<file path="src/rtl/simon_decrypt_pkg.sv">
// simon_decrypt_pkg
//   Shared sizing, FSM encoding and SIMON32/64 helper functions for the
//   decryptor and its inverse-round datapath.
//   N : word size in bits (block is 2N)
//   M : number of master key words
//   T : number of rounds
package simon_decrypt_pkg;

  localparam int N  = 16;
  localparam int M  = 4;
  localparam int T  = 32;
  localparam int CW = $clog2(T);

  typedef logic [N-1:0] word_t;

  localparam logic [1:0] ST_IDLE   = 2'd0;
  localparam logic [1:0] ST_KEYGEN = 2'd1;
  localparam logic [1:0] ST_ROUND  = 2'd2;
  localparam logic [1:0] ST_DONE   = 2'd3;

  // Element 0 of the z0 sequence is the leftmost character, i.e. bit 61.
  localparam logic [61:0] Z0 =
    62'b11111010001001010110000111001101111101000100101011000011100110;

  function automatic word_t rol(input word_t v, input int unsigned s);
    return word_t'((v << s) | (v >> (N - s)));
  endfunction

  function automatic word_t ror(input word_t v, input int unsigned s);
    return word_t'((v >> s) | (v << (N - s)));
  endfunction

  function automatic word_t simon_f(input word_t v);
    return (rol(v, 1) & rol(v, 8)) ^ rol(v, 2);
  endfunction

  function automatic logic z0_bit(input int j);
    return Z0[6'(61 - (j % 62))];
  endfunction

  // One key-schedule step for the M=4 schedule:
  //   k1 = k[i-1], k3 = k[i-3], km = k[i-M], j = i-M.
  function automatic word_t key_next(input word_t k1, input word_t k3,
                                     input word_t km, input int j);
    word_t tmp;
    tmp = ror(k1, 3) ^ k3;
    tmp = tmp ^ ror(tmp, 1);
    return ~km ^ tmp ^ {{(N-1){1'b0}}, z0_bit(j)} ^ word_t'(3);
  endfunction

endpackage

</file>
<file path="src/rtl/simon_round_inv.sv">
// simon_round_inv
//   One combinational SIMON inverse round.
//   x, y   : current state words
//   k      : round key for this round
//   x_n    : previous-round x  (= y)
//   y_n    : previous-round y  (= x ^ f(y) ^ k)
module simon_round_inv
  import simon_decrypt_pkg::*;
(
  input  logic [N-1:0] x,
  input  logic [N-1:0] y,
  input  logic [N-1:0] k,
  output logic [N-1:0] x_n,
  output logic [N-1:0] y_n
);

  assign x_n = y;
  assign y_n = x ^ simon_f(y) ^ k;

endmodule

</file>
<file path="src/rtl/simon_decrypt.sv">
// simon_decrypt
//   Iterative SIMON32/64 decryptor. Expands the round keys into a key file
//   (skipped when the same key was expanded last time), then runs T inverse
//   rounds, one per clock, from k[T-1] down to k[0].
//   clk        : system clock, rising edge
//   rst        : asynchronous active-high reset
//   en         : start strobe, honoured only in IDLE
//   ciphertext : {x, y} block to decrypt
//   key        : {k[M-1], ..., k[0]} master key
//   plaintext  : result register, held until the next completion
//   done       : one-cycle completion pulse
//   busy       : high while expanding keys or running rounds
module simon_decrypt
  import simon_decrypt_pkg::*;
(
  input  logic             clk,
  input  logic             rst,
  input  logic             en,
  input  logic [2*N-1:0]   ciphertext,
  input  logic [N*M-1:0]   key,
  output logic [2*N-1:0]   plaintext,
  output logic             done,
  output logic             busy
);

  logic [1:0]     state;
  logic [CW-1:0]  ctr;        // key index i in KEYGEN, round index idx in ROUND
  word_t          x, y;
  logic [N*M-1:0] key_reg;
  logic           valid;
  word_t          key_file [T];

  logic  cache_hit;
  word_t kg_word;
  word_t x_n, y_n;

  assign cache_hit = valid && (key == key_reg);
  assign busy      = (state == ST_KEYGEN) || (state == ST_ROUND);

  // Index arithmetic wraps in CW bits; out-of-range reads outside KEYGEN are
  // never used.
  assign kg_word = key_next(key_file[ctr - CW'(1)],
                            key_file[ctr - CW'(3)],
                            key_file[ctr - CW'(M)],
                            int'(ctr) - M);

  simon_round_inv u_round (
    .x   (x),
    .y   (y),
    .k   (key_file[ctr]),
    .x_n (x_n),
    .y_n (y_n)
  );

  // NOTE: the key file has no reset; its contents are only trusted while
  // valid is set, and valid is cleared by reset, so a reset would only cost
  // flops and routing.
  always_ff @(posedge clk) begin
    if ((state == ST_IDLE) && en && !cache_hit) begin
      for (int j = 0; j < M; j++) key_file[j] <= key[j*N +: N];
    end else if (state == ST_KEYGEN) begin
      key_file[ctr] <= kg_word;
    end
  end

  always_ff @(posedge clk or posedge rst) begin
    if (rst) begin
      state     <= ST_IDLE;
      ctr       <= '0;
      x         <= '0;
      y         <= '0;
      key_reg   <= '0;
      valid     <= 1'b0;
      plaintext <= '0;
      done      <= 1'b0;
    end else begin
      // NOTE: done defaults low every edge so any set below is a single
      // cycle pulse; all state here uses non-blocking assignment so every
      // branch sees pre-edge values.
      done <= 1'b0;
      case (state)
        ST_IDLE: begin
          if (en) begin
            x       <= ciphertext[2*N-1:N];
            y       <= ciphertext[N-1:0];
            key_reg <= key;
            if (cache_hit) begin
              ctr   <= CW'(T - 1);
              state <= ST_ROUND;
            end else begin
              valid <= 1'b0;
              ctr   <= CW'(M);
              state <= ST_KEYGEN;
            end
          end
        end
        ST_KEYGEN: begin
          // ctr already holds T-1 on the last write, which is where ROUND starts.
          if (ctr == CW'(T - 1)) begin
            valid <= 1'b1;
            state <= ST_ROUND;
          end else begin
            ctr <= ctr + CW'(1);
          end
        end
        ST_ROUND: begin
          x <= x_n;
          y <= y_n;
          if (ctr == '0) begin
            plaintext <= {x_n, y_n};
            done      <= 1'b1;
            state     <= ST_DONE;
          end else begin
            ctr <= ctr - CW'(1);
          end
        end
        ST_DONE: state <= ST_IDLE;
        default: state <= ST_IDLE;
      endcase
    end
  end

endmodule

</file>
<file path="config.mk">
export PLATFORM = sky130hd
export DESIGN_NAME = simon_decrypt
export DESIGN_NICKNAME = d
export VERILOG_FILES = /design/src/rtl/simon_decrypt_pkg.sv /design/src/rtl/simon_round_inv.sv /design/src/rtl/simon_decrypt.sv
export SDC_FILE = /design/constraint.sdc
export NUM_CORES = 1
export LEC_CHECK = 0
export CAP_MARGIN = 30
export CORE_MARGIN = 3
export CORE_UTILIZATION = 33
export DETAILED_ROUTE_END_ITERATION = 8
export PLACE_DENSITY = 0.6
export SYNTH_ARGS = -nofsm -noshare
export SYNTH_HDL_FRONTEND = slang
export SYNTH_SLANG_ARGS = --single-unit
</file>
<file path="constraint.sdc">
create_clock -name clk -period 5.5 [get_ports clk]
set_clock_uncertainty 0.1 [all_clocks]
set_input_delay 1.1 -clock clk [delete_from_list [all_inputs] [get_ports clk]]
set_output_delay 1.1 -clock clk [all_outputs]
set_load 0.02 [all_outputs]
</file>
==> metrics.md, run 1 <==
| Metric | Value |
|---|---|
| CP max stage cell | dfrtp_4 |
| CP endpoint | key_file[26][1] |
| Critical path data arrival time | 5.28 ns |
| Setup Fix Bufs, Post-CTS | 0 |
| Worst r2r src | ctr[1] |
| Crit path capture type | register |
| Hold Buf Count CTS | 0 |
| FP Rows | 123 |
| RSZ-0062 raised after global routing | no |
| CP Max Fanout | 28 |
| Yosys cell types | 60 |
| Max_cap viols | 0 |
| Die Y | 343.0 um |
| Vias | about 26,000 |
| Seq cells post-synth | roughly 650 |
| Post-Route Utilization | 0.3843 |
| Syn Nets | 2,586 |
| Post-Route Setup TNS | 0 ns |
| Critical path startpoint | ctr[1] |
| CTS tree | built |
| Commonest non-fill, non-tap cell in the layout | edfxtp_1 |
| Starting Density | 0.3327 |
| Critical Path, Cell by Cell | inv_1, ha_1, nor2b_1, or3_1, nand2_4, buf_12, mux4_2, mux2i_1, xnor3_1, xor2_1, inv_1 |
| Clock buffer depth | 3 |
| Crit-path most repeated cell | inv_1 |
| Post-route cell area | 0.04330 sq mm |
| Sink Count | 649 |
| Reg2Reg Setup Slack | 0.43 ns |
| Seq/Total Area, Yosys | 0.5017 |
| Fin worst setup slack | about 0.43 ns |
| R2R depth | 11 |
| Grt met1 use | 0.2905 |
| Crit Path Class | reg -> reg |
| Largest net degree at the start of global routing | 88 |
| GRT Overall Usage | 0.2159 |
| Die ar. | 0.1177 sq mm |
| Layout cell share with drive strength beyond 1 | 0.2930 |
| Clock Latency Late Sink | 0.63 ns |
| ANT nets after route | 0 |
| Clock root buffer | clkbuf_16 |
| Initial DRC Count | 3,501 |
| Global Route met2 Usage | 0.3200 |
| Grt ovf | 0 |
| Fin. Hold Viols | 0 |
| EDFF count, synth | 512 |
| Cells after Synth | 2,462 |
| Port buffer count | 132 |
| Period utilisation layout | 0.9220 |
| WL/cell | 30.77 um |
| Placement Setup Slack | a little under 0.5 ns |
| Met3 Track Usage GR | 0.06578 |
| Req. time, crit path | 5.71 ns |
| Final setup fails | 0 |
| DR DRC count | 0 |
| Syn avg cell area | around 15 sq um |
| Vias in the first global route | ~26,000 |
| Synth warn | 0 |
| CP Launch Type | register |
| First-pass GRT wire length | about 180,000 um |
| Post-DP Area | 0.04107 sq mm |
| Yosys top cell area share | 0.4102 |
| Biggest area consumer among synthesized cells | edfxtp_1 |
| CTS clk-pin slew, worst paths | 0.06 ns |
| Max reg flops | 512 |
| Worst-Margin Slew | 0.9614 ns |
| Max Fclk | 197.2 MHz |
| Outcome | finished, final reports clean |
| Area Growth Syn to Fin | 15.52% |
| Max-slew violations | 0 |
| Core Box Area | about 0.11 sq mm |
| Total Wirelength | 128,500 um |
| Most used routing layer | met2 |
| Synth Cell Area | 0.03748 sq mm |
| GPL Wtd Cong | 0.8959 |
| # resized after CTS | 0 |
| H-tree Lvls | 3 |
| Post-DP HPWL | 86,020 um |
| HP Class | reg -> reg |
| Most frequent cells in the layout | edfxtp_1 (512), mux4_2 (430), nand2_1 (337), dfrtp_1 (134), clkdlybuf4s50_1 (132) |
| IO Pins | between 100 and 150 |
| Antenna violations before repair | 2 |
| Die Wd | 343.0 um |
| Critical R2R Capture | key_file[26][1] |
| Most common flop cell mapped by yosys | edfxtp_1 |
| Layout Nets | 2,742 |
| Async set or reset register ratio after synthesis | 0.2111 |
| Worst path max stage delay | 0.61 ns |
| CTS Buf Count | between 70 and 80 |
| Slew margin rel. | 0.3575 |
| Synth top area cells | edfxtp_1 (41%), mux4_2 (26%), dfrtp_1 (9.1%), nand2_1 (3.4%), mux2i_1 (2.5%) |
| Fin crit period | 5.071 ns |
| Drt first pass iters | 7 |
| DR vias/cell | 6.178 |
## area by class of cell
type                            count  area (sq um)
Fill cell                       10380         69360
Sequential cell                   649         18810
Multi-Input combinational cell   1579         17590
Timing Repair Buffer              266          2591
Clock buffer                       97          2009
Tap cell                         1500          1877
Clock inverter                     31         210.2
Inverter                           50         195.2
Antenna cell                        4         10.01
## worst max-delay path, delay by kind of cell, from the launching register on
kind | cells | cell delay (ns)
multiplexers | 2 | 0.96
buffers and inverters | 3 | 1.11
XOR/XNOR | 2 | 0.67
adder cells (fa/ha/maj) | 1 | 0.46
AND/OR/NAND/NOR | 3 | 0.84
flip-flops | 1 | 0.61
## per-layer routing
layer	share of wire	routed length (um)
met2	0.44	56600
met1	0.38	49080
met4	0.054	6888
met3	0.12	15910
met5	0.00010	13
## worst min-delay path by stage
stage / start / to / slack (ns) / cells after the start
final: plaintext[21] / plaintext[21] / 0.37 / 2
after global routing: plaintext[16] / plaintext[16] / 0.41 / 2
after CTS: plaintext[21] / plaintext[21] / 0.38 / 2
after detailed placement: plaintext[21] / plaintext[21] / 0.36 / 2
after global placement: plaintext[21] / plaintext[21] / 0.36 / 2
after floorplan: key_reg[31] / key_reg[31] / 0.37 / 2
## synth_stat cells, drive strengths merged (2+ instances only)
cell type	n
o22ai	6
buf	119
mux4	430
mux2	57
nand3	37
ha	25
xnor3	9
a21oi	34
a22o	17
edfxtp	512
nor2b	14
and3	5
o2bb2ai	4
mux2i	92
nor4	10
clkbuf	65
o31ai	4
a22oi	37
and2	24
a32oi	4
a311oi	10
nor2	41
nand4	11
a211oi	37
a21o	3
o21ai	125
nand2	339
xnor2	105
inv	49
a31oi	16
xor2	44
a21boi	2
or3	5
a221oi	17
nor3	5
dfrtp	137
## cells by family (layout without fill, tap and decap cells)
logic type | Yosys count | count (layout) | share of synthesized area
AOI/OAI and AO/OA | 322 | 322 | 0.05579
xor gates and xnor gates | 158 | 158 | 0.04263
adders and majority gates | 25 | 25 | 0.008346
buffers and inverters | 234 | 444 | 0.03525
DFF | 649 | 649 | 0.5017
muxes | 579 | 579 | 0.3001
other | 0 | 4 | 0
and+or+nand+nor | 495 | 495 | 0.05619
## metrics by stage
| step | hold WS, ns | std cells |
|---|---|---|
| after detailed placement | 0.3627 | 4044 |
| after global placement | 0.3579 | 4039 |
| after CTS | 0.3786 | 4172 |
| after global routing | 0.4058 | 4172 |
| after floorplan | 0.3668 | 2462 |
| final | 0.3724 | 4176 |
Power of run 1 is not shown: default switching activity piles up to over one toggle a cycle in this logic, so the estimate is an artifact.
==> run 2, diff against run 1 <==
Settings changed: SETUP_SLACK_MARGIN set to 0.1.
==> results of run 2 <==
Final layout, timing and power as in run 1 (identical DEF).
Power of run 2 is left out for the same reason.
